`config.mk`:
```
export PLATFORM = sky130hd
export DESIGN_NAME = seq_timer
export DESIGN_NICKNAME = d
export VERILOG_FILES = /design/src/rtl/seq_timer.sv
export SDC_FILE = /design/constraint.sdc
export NUM_CORES = 1
export LEC_CHECK = 0
export CAP_MARGIN = 0
export CORE_ASPECT_RATIO = 1.75
export CORE_MARGIN = 2
export CORE_UTILIZATION = 46
export DETAILED_ROUTE_END_ITERATION = 8
export PLACE_DENSITY = 0.65
export SLEW_MARGIN = 20
export SYNTH_ARGS = -nofsm -noshare
export SYNTH_HDL_FRONTEND = slang
export SYNTH_SLANG_ARGS = --single-unit
```
`constraint.sdc`:
```
create_clock -name clock -period 2.55 [get_ports clock]
set_input_delay 0.255 -clock clock [delete_from_list [all_inputs] [get_ports clock]]
set_output_delay 0.255 -clock clock [all_outputs]
set_load 0.02 [all_outputs]
```
`src/rtl/seq_timer.sv`:
```
// seq_timer: sequencer-driven 16-bit down-counter with prescaler.
// Commands arrive on oreg/oreg_wen; readback via status.
module seq_timer (
  input  logic        clock,
  input  logic        reset,
  input  logic [11:0] oreg,
  input  logic        oreg_wen,
  output logic [7:0]  status,
  output logic        expire
);

  typedef enum logic {
    IDLE = 1'b0,
    RUN  = 1'b1
  } state_t;

  localparam logic [3:0] CMD_NOP    = 4'h0;
  localparam logic [3:0] CMD_LDL    = 4'h1;
  localparam logic [3:0] CMD_LDH    = 4'h2;
  localparam logic [3:0] CMD_START  = 4'h3;
  localparam logic [3:0] CMD_STOP   = 4'h4;
  localparam logic [3:0] CMD_RESUME = 4'h5;
  localparam logic [3:0] CMD_PRESC  = 4'h6;
  localparam logic [3:0] CMD_MODE   = 4'h7;
  localparam logic [3:0] CMD_CLEAR  = 4'h8;
  localparam logic [3:0] CMD_SEL    = 4'h9;

  state_t      state_q, state_d;
  logic [15:0] reload_q, reload_d;
  logic [15:0] count_q, count_d;
  logic [7:0]  presc_q, presc_d;
  logic [7:0]  pcnt_q, pcnt_d;
  logic        auto_q, auto_d;
  logic        expired_q, expired_d;
  logic        error_q, error_d;
  logic [1:0]  sel_q, sel_d;
  logic        expire_q, expire_d;

  logic [3:0]  cmd;
  logic [7:0]  arg;

  assign cmd = oreg[11:8];
  assign arg = oreg[7:0];

  // state register: reset wins over any command or tick
  always_ff @(posedge clock) begin
    if (reset) begin
      state_q   <= IDLE;
      reload_q  <= '0;
      count_q   <= '0;
      presc_q   <= '0;
      pcnt_q    <= '0;
      auto_q    <= 1'b0;
      expired_q <= 1'b0;
      error_q   <= 1'b0;
      sel_q     <= '0;
      expire_q  <= 1'b0;
    end else begin
      state_q   <= state_d;
      reload_q  <= reload_d;
      count_q   <= count_d;
      presc_q   <= presc_d;
      pcnt_q    <= pcnt_d;
      auto_q    <= auto_d;
      expired_q <= expired_d;
      error_q   <= error_d;
      sel_q     <= sel_d;
      expire_q  <= expire_d;
    end
  end

  // next state: a command cycle never ticks the timer
  always_comb begin
    state_d   = state_q;
    reload_d  = reload_q;
    count_d   = count_q;
    presc_d   = presc_q;
    pcnt_d    = pcnt_q;
    auto_d    = auto_q;
    expired_d = expired_q;
    error_d   = error_q;
    sel_d     = sel_q;
    expire_d  = 1'b0;
    if (oreg_wen) begin
      unique case (cmd)
        CMD_NOP: ;
        CMD_LDL: reload_d[7:0] = arg;
        CMD_LDH: reload_d[15:8] = arg;
        CMD_START: begin
          if (reload_q == 16'd0) begin
            expired_d = 1'b1;
            expire_d  = 1'b1;
            state_d   = IDLE;
          end else begin
            count_d = reload_q;
            pcnt_d  = '0;
            state_d = RUN;
          end
        end
        CMD_STOP: state_d = IDLE;
        CMD_RESUME: begin
          if (state_q == IDLE && count_q != 16'd0)
            state_d = RUN;
        end
        CMD_PRESC: presc_d = arg;
        CMD_MODE:  auto_d = arg[0];
        CMD_CLEAR: begin
          expired_d = 1'b0;
          error_d   = 1'b0;
        end
        CMD_SEL: sel_d = arg[1:0];
        default: error_d = 1'b1;
      endcase
    end else if (state_q == RUN) begin
      // >= so a prescaler lowered mid-run ticks next edge
      if (pcnt_q >= presc_q) begin
        pcnt_d = '0;
        if (count_q == 16'd1) begin
          expired_d = 1'b1;
          expire_d  = 1'b1;
          if (auto_q && reload_q != 16'd0) begin
            count_d = reload_q;
          end else begin
            count_d = '0;
            state_d = IDLE;
          end
        end else if (count_q != 16'd0) begin
          count_d = count_q - 16'd1;
        end else begin
          state_d = IDLE;
        end
      end else begin
        pcnt_d = pcnt_q + 8'd1;
      end
    end
  end

  // readback mux, registers only
  always_comb begin
    status = 8'h00;
    unique case (sel_q)
      2'd0: status = {4'b0, error_q, auto_q,
                      expired_q, state_q == RUN};
      2'd1: status = count_q[7:0];
      2'd2: status = count_q[15:8];
      2'd3: status = reload_q[7:0];
      default: status = 8'h00;
    endcase
  end

  assign expire = expire_q;

endmodule

```
# == After elaboration in Yosys (flattened, before gate mapping) ==
# Index checks and enable logic that the tools add are counted.
# classes
add_sub_neg,2
n_lt_le_gt_ge,1
eq_ne,19
mux,36
bitwise_logic,2
reduce_logical,22
# ops
op,count
two-way mux 16 bit,8
two-way mux 8 bit,5
one-hot mux 8 bit (4 select lines),1
nonzero test 16 bit,2
two-way mux 1 bit,19
== test 16 x 1 -> 1 bit (second input constant),1
== test 4 x 3 -> 1 bit (second input constant),4
logical NOT 16 bit,1
subtractor 16 x 1 -> 16 bit (second input constant),1
AND reduction 2 bit,7
AND reduction 5 bit,2
OR reduction 9 bit,1
adder 8 x 1 -> 8 bit (second input constant),1
== test 4 x 2 -> 1 bit (second input constant),2
== test 4 bit (second input constant),2
greater-or-equal comparator 8 bit,1
!= test 3 bit (second input constant),2
nonzero test 2 bit,3
== test 2 bit (second input constant),2
== test 4 x 1 -> 1 bit (second input constant),1
logical NOT 4 bit,1
!= test 4 x 1 -> 1 bit (second input constant),1
one-hot mux 1 bit (2 select lines),2
!= test 3 x 1 -> 1 bit (second input constant),1
other kinds (9),11
# word_totals
reg_bits,55
inputBits,15
out_inout_bits,9

# == Depth between registers and ports, before layout ==
# Gate-level depths: netlist (run 1).
# depth
word_depth,7
ltp_mapped,11
mapped_depth_nobuf,8

# == Worst setup path after synthesis (run 1) ==
# OpenSTA, ideal clock, no wires.
# synth_timing
kind,reg-to-reg
startpoint,register count_q[0]
endpoint,register count_q[10]
setup_time_ns,0.136
arrival_ns,2.098
required_time_ns,2.414
slack_ns,0.316
path_stages_with_launch,12
n_path_buf,3
synth_period_minus_slack_ns,2.234
cell_sequence,dfxtp_1 -> inv_1 -> ha_1 -> or3b_2 -> or2_1 -> buf_2 -> nor3_2 -> o21ba_2 -> or2_2 -> buf_2 -> buf_4 -> a211oi_1
# synth_via
elab_chain_len,6
elab_cells_between_ends,10
cone_classes,add/sub (1); eq/ne (1); mux (5); reduce/logical (3)
# synth_rtl
element,line,source
from (decl),30,"logic [15:0] count_q, count_d;"
from (signal assigned),61,count_q <= count_d;
subtractor 16 x 1 -> 16 bit,128,count_d = count_q - 16'd1;
two-way mux 16 bit,127,end else if (count_q != 16'd0) begin
two-way mux 16 bit,118,if (count_q == 16'd1) begin
two-way mux 16 bit,116,if (pcnt_q >= presc_q) begin
two-way mux 16 bit,114,end else if (state_q == RUN) begin
two-way mux 16 bit,84,if (oreg_wen) begin
# Parallel ways exist; a longest one is shown, timed or not. The select of a mux whose other input is x is not followed.
# A chain may end at the register's enable or synchronous reset.

# == Final worst setup path (run 1) ==
# layout_timing
startpoint,register presc_q[6]
endpoint,register count_q[15]
# layout_via
elab_chain_len,3
# layout_rtl
element,line,source
from (decl),31,"logic [7:0] presc_q, presc_d;"
from (signal assigned),62,presc_q <= presc_d;
greater-or-equal comparator 8 bit,116,
nonzero test 2 bit (no line),-,
AND reduction 5 bit (no line),-,
# No other way between the ends.

==> reports/qor.yml, run 1 <==
clock_network:
  cts-buffers-inserted: 5
  clock_sinks: 55
  cts_tree: "done"
  hold_buffers: 0
  cts_max_level: 2
  insertion_delay_ps: 300
  clk_pin_slew_ps: 70
  post_cts_buffers: 0
  clockBufferDepth: 2
  cts_resized: 0
  clock-root-buffer: "clkbuf_16"
layout:
  fill_cells: 640
  drive_above_1_share: 0.110
  multiInputGateArea_um2: 1800
  fin_util: 0.564
  layout_commonest_cell: "dfxtp_1"
  num_antenna_cells: 0
  area.sequential_um2: 1100
  final_cell_mix: "55 x dfxtp_1, 44 x nor2_1, 30 x nand2_1"
  areaGrowthSynthToFinish_pct: 19.3
  nets: 424
global_route:
  grt_pass1_vias: 2855
  antenna_found_initial: 0
  grtUsageTotal: 0.242
  grt_pass1_wl_mm: 13.8
  grt_max_degree: 27
  grt_overflow: 0
setup_path:
  regToRegSetupSlack_ps: 170
  startpoint_type: "flop"
  max_stage_delay_ps: 370
  required_ps: 2720
  path_cells: "inv_1, ha_1, and3_1, a221o_1, a41oi_1, o21ba_2, or2_4, o32ai_1"
  crit_fanout: 14
  end_kind: "flop"
  worstSetupPathType: "flop to flop"
  arrival_ps: 2550
  path_buf_inv: 1
  crit_family: "compound AO/OA/AOI/OAI gates"
  slowest_stage: "a221o_1"
floorplanning:
  die_y_um: 112
  die_area_um2: 7420
  core-area_um2: 6540
  die_w_um: 66.0
  initial_utilization: 0.473
  ios: 24
  rows: 39
logic_synthesis:
  synthesis.nets: 393
  yosys.area.top_type_share: 0.356
  postSynthAreaPerCell_um2: 8.42
  synth_top_area_cell: "dfxtp_1"
  ys_ff_latch: 55
  synth_area_um2: 3090
  synth_seq_area_share: 0.356
  yosysWarnings: 0
  async_flop_share: 0
  ys_types: 51
  synth_edf_count: 0
  ys.flop_type: "dfxtp_1"
  ys_top_cells_by_area: "dfxtp_1 36%, mux2i_1 6.2%, nor2_1 5.3%, ha_1 4.5%, xnor2_1 4.3%"
  syn_inst: 367
detailed_routing:
  vias: 2785
  wl_mm: 8.29
  vias_per_cell: 5.79
  drc: 0
  ant_nets: 0
  wl_met3_um: 279
  drt-wirelength-per-cell_um: 17.2
  drt-met1-wl_mm: 3.18
  dr_wl_met2_mm: 4.62
  drt_iter0_markers: 280
  first_pass_iters: 4
  routed.top_layer: "met4"
pwr:
  ir_worst_vdd_mv: 0.450
  cellLeakagePower_nw: 1.39
  p_per_area_nw_per_um2: 549
timing:
  rsz0062_at_grt: "yes"
  relSlewSlack: 0.615
  max_freq_mhz: 419
  final.setup_skew_ps: 5.55
  tightest_slew_ps: 577
  worst_slack_ps: 165
  setup_viol: 0
  drv_slew: 0
  final.min_clock_period_ps: 2380
  fin_crit_sh: 0.935
  hold_violations: 0
status:
  status: "completed"
flow_run:
  drv_cap: 0
place:
  dp_slack_ps: 106
  gp_congestion: 0.901
  hpwl_mm: 6.41
  port_buffers: 23
worst_hold_path:
  hold_class: "flop to flop"
[Yosys cell counts (2+ instances only)]
library cell,n
a2111oi_0,8
a211oi_1,12
a21oi_1,18
a221oi_1,2
a22o_1,2
a22oi_1,4
a31oi_1,3
and2_1,2
and3_1,2
buf_2,3
buf_4,4
clkbuf_1,14
dfxtp_1,55
ha_1,11
inv_1,24
mux2i_1,19
mux4_2,4
nand2_1,30
nand2b_1,2
nand3_1,14
nand3b_1,2
nand4_1,3
nor2_1,44
nor2b_1,5
nor3_1,7
nor4_1,10
o21ai_0,10
o31ai_1,7
or2_2,3
or3_1,2
or3b_2,2
or4_1,5
xnor2_1,15
xor2_1,2
[worst min-delay path, stage by stage (launching register included)]
cell and delay (ps):
dfxtp_1 320, inv_1 50, a211oi_1 50
[path summary, 6_finish.rpt]
path / cells past startpoint / startpoint / to
min reg2reg: 2 / expired_q$_SDFFE_PP0P_ / expired_q$_SDFFE_PP0P_
max reg2reg: 8 / presc_q[6]$_SDFFE_PP0P_ / count_q[15]$_SDFFE_PP0P_
max: 8 / presc_q[6]$_SDFFE_PP0P_ / count_q[15]$_SDFFE_PP0P_
min: 2 / expired_q$_SDFFE_PP0P_ / expired_q$_SDFFE_PP0P_
[layer usage]
layer  track usage  up-vias
met3        0.0311       16
li1              -     1375
met1         0.271     1322
met4        0.0884        0
met5             0        -
met2         0.452       72
[sequential cells by signal, summed over array words and instances, names as in the netlist]
register	flops
count_q	16
reload_q	16
pcnt_q	8
presc_q	8
sel_q	2
auto_q	1
error_q	1
expire	1
expired_q	1
state_q	1
[cell families (layout without fill, tap and decap cells)]
family / count (synthesis) / in the layout / share of synthesized area
AOI/OAI and AO/OA: 77 / 77 / 0.175
buffers and inverters: 46 / 78 / 0.0619
adders and majority gates: 11 / 11 / 0.0445
DFF: 55 / 55 / 0.356
and+or+nand+nor: 138 / 138 / 0.223
muxes: 23 / 23 / 0.0907
xor gates and xnor gates: 17 / 17 / 0.0482
[power by group]
| part | switching (W) | internal, W | leakage, nW | total [W] |
|---|---|---|---|---|
| clock network | 0.000318 | 0.000564 | 0.0911 | 0.000882 |
| registers | 0.0000113 | 0.000870 | 0.444 | 0.000882 |
| logic | 0.000146 | 0.000113 | 0.855 | 0.000259 |
[cell type report]
type	count	share of cell area
clock buffer	6	0.0350
multi-input combinational	266	0.488
timing repair buffer	46	0.109
sequential	55	0.299
clock inverter	2	0.0163
inverter	24	0.0244
tap	82	0.0278
[stage by stage]
step | instance area (um2) | TNS, ps | cells | total power (W) | hold WS, ps
after detailed placement | 3490 | 0 | 473 | 0.00116 | 466
after CTS | 3680 | 0 | 481 | 0.00203 | 477
after floorplan | 3090 | 0 | 367 | 0.00107 | 391
after global placement | 3490 | 0 | 473 | 0.00116 | 457
after global routing | 3690 | -23.2 | 481 | 0.00209 | 508
final | 3690 | 0 | 481 | 0.00202 | 468
No activity file was read; power rests on OpenSTA's default activity.
==> run 2, diff against run 1 <==
--- a/config.mk
+++ b/config.mk
@@ -11,6 +11,7 @@
 export CORE_UTILIZATION = 46
 export DETAILED_ROUTE_END_ITERATION = 8
 export PLACE_DENSITY = 0.65
+export SKIP_LAST_GASP = 1
 export SLEW_MARGIN = 20
 export SYNTH_ARGS = -nofsm -noshare
 export SYNTH_HDL_FRONTEND = slang
==> results of run 2 <==
The final DEF is identical to that of run 1; final timing and power are the same.
==> run 3, diff against run 2 <==
--- a/config.mk
+++ b/config.mk
@@ -5,12 +5,12 @@
 export SDC_FILE = /design/constraint.sdc
 export NUM_CORES = 1
 export LEC_CHECK = 0
-export CAP_MARGIN = 0
 export CORE_ASPECT_RATIO = 1.75
 export CORE_MARGIN = 2
 export CORE_UTILIZATION = 46
+export CTS_BUF_LIST = sky130_fd_sc_hd__clkbuf_4
 export DETAILED_ROUTE_END_ITERATION = 8
-export PLACE_DENSITY = 0.65
+export PLACE_DENSITY = 0.68
 export SKIP_LAST_GASP = 1
 export SLEW_MARGIN = 20
 export SYNTH_ARGS = -nofsm -noshare
==> constraint.sdc (replaced) <==
create_clock -name clock -period 1.9 [get_ports clock]
set_input_delay 0.19 -clock clock [delete_from_list [all_inputs] [get_ports clock]]
set_output_delay 0.19 -clock clock [all_outputs]
set_load 0.02 [all_outputs]
==> reports/qor.yml, run 3 (same netlist as run 1, synthesis figures left out) <==
status:
  status: "finished with violations"  # was completed
  violations: "setup timing"
setup_path:
  crit_family: "simple AND/OR/NAND/NOR gates"  # was compound AO/OA/AOI/OAI gates
  timing.rr.end: "count_q[15]$_SDFFE_PP0P_"  # unchanged
  startpoint_type: "flop"  # unchanged
  path_buf_inv: 2  # was 1
  worstRegToRegCells: 8  # unchanged
  r2r-start: "count_q[11]$_SDFFE_PP0P_"  # was presc_q[6]$_SDFFE_PP0P_
  path_cells: "or4_4, buf_4, buf_6, or3_4, nor4_4, xnor2_1, a22oi_2, o32ai_2"  # was inv_1, ha_1, and3_1, a221o_1, a41oi_1, o21ba_2, or2_4, o32ai_1
  slowest_stage: "or4_4"  # was a221o_1
  regToRegSetupSlack_ps: -360  # was 170 ps
  crit_fanout: 2  # was 14
  required_ps: 2250  # was 2720 ps
  max_stage_delay_ps: 570  # was 370 ps
  arrival_ps: 2610  # was 2550 ps
  worstSetupPathType: "flop to flop"  # unchanged
  end_kind: "flop"  # unchanged
layout:
  final_cell_mix: "107 x buf_4, 37 x dfxtp_1, 34 x nor2_1"  # was 55 x dfxtp_1, 44 x nor2_1, 30 x nand2_1
  layout_commonest_cell: "buf_4"  # was dfxtp_1
  fin_util: 0.757  # was 0.564
  design_area_um2: 4950  # was 3690 um2
  drive_above_1_share: 0.477  # was 0.110
  num_antenna_cells: 0  # unchanged
  nets: 524  # was 424
  areaGrowthSynthToFinish_pct: 60.2  # was 19.3%
  reg_top3: "count_q (16), reload_q (16)"  # unchanged
detailed_routing:
  vias: 3559  # was 2785
  drt-wirelength-per-cell_um: 20.1  # was 17.2 um
  ant_nets: 0  # unchanged
  drc: 0  # unchanged
  vias_per_cell: 6.13  # was 5.79
  wl_mm: 11.7  # was 8.29 mm
  first_pass_iters: 5  # was 4
  drt_iter0_markers: 341  # was 280
clock_network:
  clock_sinks: 55  # unchanged
  insertion_delay_ps: 410  # was 300 ps
  clk_pin_slew_ps: 170  # was 70 ps
  clock-root-buffer: "clkbuf_4"  # was clkbuf_16
  cts_tree: "done"  # unchanged
  cts-buffers-inserted: 5  # unchanged
  clockBufferDepth: 2  # unchanged
  cts_max_level: 2  # unchanged
floorplanning:
  die_y_um: 112  # unchanged
  ios: 24  # unchanged
  initial_utilization: 0.473  # unchanged
  die_w_um: 66.0  # unchanged
  die_area_um2: 7420  # unchanged
  core-area_um2: 6540  # unchanged
  rows: 39  # unchanged
timing:
  holdWs_ps: 388  # was 468 ps
  final.setup_skew_ps: 13.7  # was 5.55 ps
  tightest_slew_ps: 524  # was 577 ps
  rsz0062_at_grt: "yes"  # unchanged
  final.min_clock_period_ps: 2260  # was 2380 ps
  hold_violations: 0  # unchanged
  fin_crit_sh: 1.19  # was 0.935
  drv_slew: 0  # unchanged
  relSlewSlack: 0.647  # was 0.615
  max_freq_mhz: 443  # was 419 MHz
  setup_viol: 26  # was 0
  worst_slack_ps: -359  # was 165 ps
global_route:
  grt_pass1_wl_mm: 17.0  # was 13.8 mm
  grt_pass1_vias: 3557  # was 2855
  grt_overflow: 0  # unchanged
  antenna_found_initial: 0  # unchanged
  grt_max_degree: 18  # was 27
  grtUsageTotal: 0.300  # was 0.242
worst_hold_path:
  holdPathEnd: "reload_q[12]$_SDFFE_PP0P_"  # was expired_q$_SDFFE_PP0P_
  worst_hold_path.num_cells: 3  # was 2
  hold_class: "input pin to flop"  # was flop to flop
  hp-start: "oreg[4]"  # was expired_q$_SDFFE_PP0P_
place:
  placed_area_um2: 4070  # was 3490 um2
  dp_slack_ps: -474  # was 106 ps
  port_buffers: 23  # unchanged
  gp_congestion: 0.951  # was 0.901
  hpwl_mm: 7.24  # was 6.41 mm
pwr:
  p_per_area_nw_per_um2: 516  # was 549 nW/um2
  cellLeakagePower_nw: 1.98  # was 1.39 nW
  ir_worst_vdd_mv: 0.442  # was 0.450 mV
flow_run:
  drv_cap: 0  # unchanged
[run 3: cell types whose count changed in the layout (fill, tap and decap cells not counted), moves of 10 or more]
| cell | delta |
|---|---|
| buf_4 | +84 |
| dfxtp_1 | -18 |
| dfxtp_2 | +17 |
| nor2_1 | -10 |
[run 3: worst reg2reg max path, cell delays in order (launching register included)]
cell and delay [ps]:
dfxtp_2 360, or4_4 570, buf_4 180, buf_6 110, or3_4 360, nor4_4 180, xnor2_1 170, a22oi_2 80
o32ai_2 190
[run 3: layout make-up]
type                            count  area (um2)
Fill cell                         451        1590
Clock inverter                      2        38.8
Clock buffer                        6        45.0
Tap cell                           82         103
Timing Repair Buffer              145        1240
Inverter                           24        95.1
Sequential cell                    55        1130
Multi-Input combinational cell    267        2310
[run 3: power by group]
group          leakage [nW]  total (W)  internal (W)  switching (W)
Combinational          1.48   0.000659      0.000330       0.000329
Clock                0.0463   0.000715      0.000297       0.000417
Sequential            0.453    0.00118       0.00117      0.0000123
[run 3: routing by layer]
metal	GRT usage	vias to the layer above	share of wire
li1	-	1585	-
met3	0.0371	63	0.048
met1	0.313	1751	0.36
met4	0.193	0	0.057
met5	0	-	0
met2	0.544	160	0.54
[run 3: through the flow]
stage / setup TNS, ps / cells / total power [W]
6_report: -6420 / 581 / 0.00256
2_1_floorplan: -4680 / 367 / 0.00144
4_1_cts: -5240 / 566 / 0.00245
3_3_place_gp: -9030 / 541 / 0.00163
5_1_grt: -8030 / 581 / 0.00261
3_5_place_dp: -10700 / 541 / 0.00163
[run 3: worst max-delay path by stage]
stage / startpoint / endpoint / slack, ps / cells after the start
5_1_grt: count_q[7]$_SDFFE_PP0P_ / count_q[0]$_SDFFE_PP0P_ / -420 / 7
3_5_place_dp: presc_q[6]$_SDFFE_PP0P_ / count_q[13]$_SDFFE_PP0P_ / -470 / 8
3_3_place_gp: presc_q[6]$_SDFFE_PP0P_ / count_q[6]$_SDFFE_PP0P_ / -400 / 8
2_1_floorplan: count_q[11]$_SDFFE_PP0P_ / count_q[0]$_SDFFE_PP0P_ / -240 / 6
4_1_cts: count_q[7]$_SDFFE_PP0P_ / count_q[13]$_SDFFE_PP0P_ / -290 / 7
6_report: count_q[11]$_SDFFE_PP0P_ / count_q[15]$_SDFFE_PP0P_ / -360 / 8
[run 3: repair_timing]
action	in CTS	in global routing
buffers inserted	18	16
gates cloned	1	1
pin swaps	42	18
gates resized for setup	111	45
hold buffers	0	0
endpoints found under the setup margin	35	34
